==> src/rtl/switches.sv <==
// Switch input peripheral: 2-flop sync, per-bit tick-based debounce, sticky change flags, level IRQ.
// Read data is combinational from registers; reads never stall and a flag read clears at the ending edge.
module switches #(
    parameter int WIDTH    = 16,
    parameter int TICK_DIV = 20000,
    parameter int DB_COUNT = 8
) (
    input  logic             sw_clk,
    input  logic             swrst,
    input  logic             swread,
    input  logic             swaddrcs,
    input  logic             swaddr,
    input  logic [WIDTH-1:0] swin,
    output logic [WIDTH-1:0] swrdata,
    output logic             swirq
);

    localparam int             PW       = (TICK_DIV > 1) ? $clog2(TICK_DIV) : 1;
    localparam logic [PW-1:0]  PRE_LAST = PW'(TICK_DIV - 1);
    localparam logic [3:0]     CNT_LAST = 4'(DB_COUNT - 1);

    logic [WIDTH-1:0] sync_a;
    logic [WIDTH-1:0] swsync;
    logic [WIDTH-1:0] deb;
    logic [WIDTH-1:0] deb_nxt;
    logic [WIDTH-1:0] flags;
    logic [WIDTH-1:0] set_mask;
    logic [WIDTH-1:0] clr_mask;
    logic [PW-1:0]    pre_cnt;
    logic             tick;
    logic [3:0]       cnt     [WIDTH];
    logic [3:0]       cnt_nxt [WIDTH];

    always_ff @(posedge sw_clk or posedge swrst) begin
        if (swrst) begin
            sync_a <= '0;
            swsync <= '0;
        end else begin
            sync_a <= swin;
            swsync <= sync_a;
        end
    end

    assign tick = (pre_cnt == PRE_LAST);

    always_ff @(posedge sw_clk or posedge swrst) begin
        if (swrst) begin
            pre_cnt <= '0;
        end else if (tick) begin
            pre_cnt <= '0;
        end else begin
            pre_cnt <= pre_cnt + PW'(1);
        end
    end

    // A bit's counter only advances while the synchronised level disagrees with the accepted one.
    always_comb begin
        deb_nxt  = deb;
        set_mask = '0;
        for (int i = 0; i < WIDTH; i++) begin
            cnt_nxt[i] = cnt[i];
        end
        for (int i = 0; i < WIDTH; i++) begin
            if (swsync[i] == deb[i]) begin
                cnt_nxt[i] = '0;
            end else if (tick) begin
                if (cnt[i] == CNT_LAST) begin
                    deb_nxt[i]  = swsync[i];
                    cnt_nxt[i]  = '0;
                    set_mask[i] = 1'b1;
                end else begin
                    cnt_nxt[i] = cnt[i] + 4'd1;
                end
            end
        end
    end

    always_ff @(posedge sw_clk or posedge swrst) begin
        if (swrst) begin
            deb <= '0;
            for (int i = 0; i < WIDTH; i++) begin
                cnt[i] <= '0;
            end
        end else begin
            deb <= deb_nxt;
            for (int i = 0; i < WIDTH; i++) begin
                cnt[i] <= cnt_nxt[i];
            end
        end
    end

    assign clr_mask = {WIDTH{swread && swaddrcs && swaddr}};

    // Set is OR-ed in after the clear so a coincident acceptance is never lost.
    always_ff @(posedge sw_clk or posedge swrst) begin
        if (swrst) begin
            flags <= '0;
        end else begin
            flags <= (flags & ~clr_mask) | set_mask;
        end
    end

    always_comb begin
        swrdata = '0;
        if (swaddrcs) begin
            swrdata = swaddr ? flags : deb;
        end
    end

    assign swirq = |flags;

endmodule
==> config.mk <==
export PLATFORM = sky130hd
export DESIGN_NAME = switches
export DESIGN_NICKNAME = d
export VERILOG_FILES = /design/src/rtl/switches.sv
export SDC_FILE = /design/constraint.sdc
export NUM_CORES = 1
export LEC_CHECK = 0
export CORE_MARGIN = 1.5
export CORE_UTILIZATION = 58
export DETAILED_ROUTE_END_ITERATION = 12
export HOLD_SLACK_MARGIN = 0.12
export PLACE_DENSITY = 0.78
export SKIP_CTS_REPAIR_TIMING = 1
export SLEW_MARGIN = 0
export SYNTH_ARGS = -nofsm -noshare
export SYNTH_HDL_FRONTEND = slang
export SYNTH_SLANG_ARGS = --single-unit
==> constraint.sdc <==
create_clock -name sw_clk -period 5.3 [get_ports sw_clk]
set_clock_uncertainty 0.05 [all_clocks]
set_input_delay 0.53 -clock sw_clk [delete_from_list [all_inputs] [get_ports sw_clk]]
set_output_delay 0.53 -clock sw_clk [all_outputs]
set_load 0.03 [all_outputs]
# Word level (Yosys, flattened, before mapping)
# Index checks and enable logic that the tools add are counted.
# word_totals
register_bits	143
inputBits	21
output_inout_bits	17
elab_cells	239
# classes
n_addsub	17
n_eq_ne	33
muxes	99
bitwise_logic	19
reduce_logical	35
# ops
op	n
4-bit 2-to-1 mux	48
4-bit by 1-bit adder with 4-bit output, second input constant	16
4-bit by 3-bit == test with 1-bit output, second input constant	16
1-bit 2-to-1 mux	48
3-bit AND reduction	16
16-bit 2-to-1 mux	2
2-bit nonzero test	16
16-bit AND	1
1-bit == test	16
1-bit inverter	16
16-bit inverter	1
16-bit OR	1
16-bit OR reduction	1
15-bit by 1-bit adder with 15-bit output, second input constant	1
15-bit == test, second input constant	1
15-bit 2-to-1 mux	1
1-bit logical AND	2

# Depth between registers and ports, before layout
# depth
word_depth	5
depth_mapped	9

# Least setup slack after synthesis
# OpenSTA, ideal clock, no wires.
# synth_path
kind	input to output
start	in swaddr
end	out swrdata[10]
t_arrival_ns	1.943
required_time_ns	4.720
path_slack_ns	2.777
path_stages	4
path_cell_list	clkbuf_1 clkbuf_1 mux2i_1 nor2b_1
# synth_between
elab_chain_cells	2
# synth_rtl
element	line	text
start: declaration	12	input logic swaddr,
16-bit 2-to-1 mux	106	swrdata = swaddr ? flags : deb;
16-bit 2-to-1 mux	105	if (swaddrcs) begin
end: declaration	14	output logic [WIDTH-1:0] swrdata,
# No other way between the ends.

# Final worst setup path
# layout_path
start	reg pre_cnt[5]
end	reg cnt[59] in the netlist's numbering
# layout_between
elab_chain_cells	2
# layout_rtl
element	line	text
start: declaration	29	logic [PW-1:0] pre_cnt;
start signal: assignment	52	pre_cnt <= pre_cnt + PW'(1);
15-bit == test	44	assign tick = (pre_cnt == PRE_LAST);
2-bit nonzero test (no line)	-	
end signal: indexed assignment	87	cnt[i] <= cnt_nxt[i];
end: declaration	31	logic [3:0] cnt [WIDTH];
# No other way between the ends.
# A chain may end at the register's enable or synchronous reset.

==> impl_metrics.toml <==
[run_status]
status = "finished, final reports clean"

[clock_tree]
cts.clk_slew.worst_paths_ns = 0.06
cts_buffers = 17
clock_path_buffers = 2
insertion_delay_ns = 0.54
clock_sinks = 143
ctsRootBufferMaster = "clkbuf_8"
htree_levels = 4
cts_tree = "done"

[setup_path]
critical_path_required_ns = 5.71
crit_type = "flop to flop"
crit_fanout = 63
endpoint_kind = "flop"
cp.arrival_ns = 3.80
start_kind = "flop"

[floorplan]
dieArea_um2 = 11400
start_util = 0.603
die_h_um = 107
core_area_um2 = 10400
row_count = 37
ios = 38
die_w_um = 107

[power_and_ir_drop]
p_leak_uw = 0.00313
finalPower_uw = 2340
p_comb_frac = 0.028
switching_share = 0.203
ir_worst_vdd_uv = 293
power_density_nw_per_um2 = 320
p_sw_uw = 477
internal-power_uw = 1870
p_clk_frac = 0.498
pwr-share-seq = 0.474

[synthesis]
syn_area_um2 = 6250
ys_ff_latch = 143
yosysWarningCount = 0
syn-num-nets = 639
syn_inst = 601
synth_top_area_share = 0.573
ys_top_cells_by_area = "dfrtp_1 (57%), nand2_1 (5.9%), a21oi_1 (5.1%)"
synth-seq-area-share = 0.573
ys_types = 28
yosys.area.top_type = "dfrtp_1"
syn_area_per_cell_um2 = 10.4

[timing]
slew_headroom = 0.272
fmax_mhz = 295
setup_viol = 0
tns_ns = 0
finalCritPeriodShare = 0.639
worst_pin_slew_ns = 1.08
maxSlewViolCount = 0
finalCriticalPeriod_ns = 3.39
finalHoldViolCount = 0
rsz0062_at_grt = "false"

[worst_hold_path]
hold_path.class = "flop to flop"

[place]
io_buffers = 37
hpwl_um = 7900
place_congestion = 0.800

[job]
max_cap_violations = 0

[cells_and_area]
seq_area_um2 = 3580
multi_input_area_um2 = 2510
fin_nets = 679
drive_gt1_frac = 0.0798
num_antenna_cells = 0
fin_util = 0.706
syn2layout_area_growth_pct = 17.2
fillerInstances = 736

[drt]
initialDrtViolationCount = 271
routed_wirelength_um = 12600
wl_per_cell_um = 16.0
dr.pass1.iters = 5
vias_per_cell = 5.78
drc = 0
ant_nets = 0
vias = 4551

[grt]
grt_pass1_wl_um = 21400
grt-ovfl-total = 0
grt_pass1_vias = 4684
grt_max_degree = 110
grt.total_usage = 0.245
antenna_found_initial = 0
per-stage QoR:
| step | hold WS [ns] | instances | area [µm²] | setup WS (ns) |
|---|---|---|---|---|
| detailed placement | 0.285 | 758 | 6740 | 1.96 |
| global route | 0.299 | 788 | 7320 | 1.74 |
| floorplan | 0.281 | 601 | 6250 | 0.882 |
| CTS | 0.299 | 788 | 7320 | 1.92 |
| finish | 0.296 | 788 | 7320 | 1.91 |
| global placement | 0.282 | 758 | 6740 | 2.06 |
worst paths after layout:
| kind | startpoint | end | slack (ns) | cells past startpoint |
|---|---|---|---|---|
| max | pre_cnt[5]$_DFF_PP0_ | cnt[59]$_DFFE_PP0P_ | 1.91 | 5 |
| min | sync_a[3]$_DFF_PP0_ | swsync[3]$_DFF_PP0_ | 0.30 | 0 |
| max reg2reg | pre_cnt[5]$_DFF_PP0_ | cnt[59]$_DFFE_PP0P_ | 1.91 | 5 |
| min reg2reg | sync_a[3]$_DFF_PP0_ | swsync[3]$_DFF_PP0_ | 0.30 | 0 |
| max in group asynchronous | swrst | swsync[10]$_DFF_PP0_ | 3.66 | 3 |
| min in group asynchronous | swrst | sync_a[8]$_DFF_PP0_ | 0.52 | 2 |
worst max-delay path, cell delays in order (launching register included):
cell	delay [ns]
dfrtp_1	0.43
or4_4	0.57
or4_2	1.07
buf_4	0.45
or4_1	0.53
a21oi_1	0.18
cells in the mapped netlist:
library cell  number
nor4_2             1
mux2_2            16
xnor2_1           23
nand3_1           23
nor3_1             3
or3_1             33
o31ai_1            2
nand2_1           98
nor2_1            22
buf_2              4
a21oi_1           64
inv_1             20
o211ai_1           2
mux2i_1           16
xor2_1             4
o21ai_0           48
nor3b_1            2
buf_6              2
nor4_1             5
clkbuf_1          14
and2_1             1
or4_1             17
or4_4              1
nor2b_1           16
nand4_1            3
or4bb_1            1
ha_1              17
dfrtp_1          143
kinds of logic after synthesis:
| family | count (synthesis) | share of synthesized area |
|---|---|---|
| AND/OR/NAND/NOR | 226 | 0.179 |
| flip-flops | 143 | 0.573 |
| AO/OA/AOI/OAI | 116 | 0.0945 |
| buffers and inverters | 40 | 0.0272 |
| multiplexers | 32 | 0.0545 |
| XOR/XNOR | 27 | 0.0378 |
| adder cells (fa/ha/maj) | 17 | 0.0340 |
routing by layer:
layer,up-vias,share of wire,global-route usage
li1,2171,-,-
met1,2266,0.43,0.308
met2,90,0.50,0.404
met3,24,0.044,0.0547
met4,0,0.020,0.118
met5,-,0,0
power by group through the flow:
| stage | combinational (µW) | clock, µW | sequential [µW] |
|---|---|---|---|
| 2_1_floorplan | 36.0 | 0 | 1130 |
| 5_1_grt | 72.8 | 1230 | 1110 |
| 3_3_place_gp | 64.9 | 0 | 1130 |
| 4_1_cts | 66.7 | 1190 | 1110 |
| 6_report | 64.8 | 1170 | 1110 |
| 3_5_place_dp | 66.3 | 0 | 1130 |
state kept, by name, summed over array words and instances, names as in the netlist:
register / cells
cnt: 64
deb: 16
flags: 16
pre_cnt: 15
swsync: 16
sync_a: 16
cells in the final DEF (no fill, tap or decap), drive strengths merged, types with 3 or more instances in the layout:
master and instances:
dfrtp 143, nand2 98, a21oi 64, o21ai 48, clkdlybuf4s50 37, or3 33
clkbuf 25, xnor2 23, nand3 23, nor2 22, inv 20, or4 18
ha 17, mux2i 16, nor2b 16, mux2 16, nor4 6, xor2 4
buf 4, nand4 3, nor3 3
layout make-up:
type | count | share of cell area
Clock inverter | 5 | 0.0106
Multi-Input combinational cell | 418 | 0.343
Sequential cell | 143 | 0.489
Tap cell | 136 | 0.0232
Timing Repair Buffer | 41 | 0.0547
Inverter | 20 | 0.0109
Clock buffer | 25 | 0.0689
(Power assumes the default switching activity.)
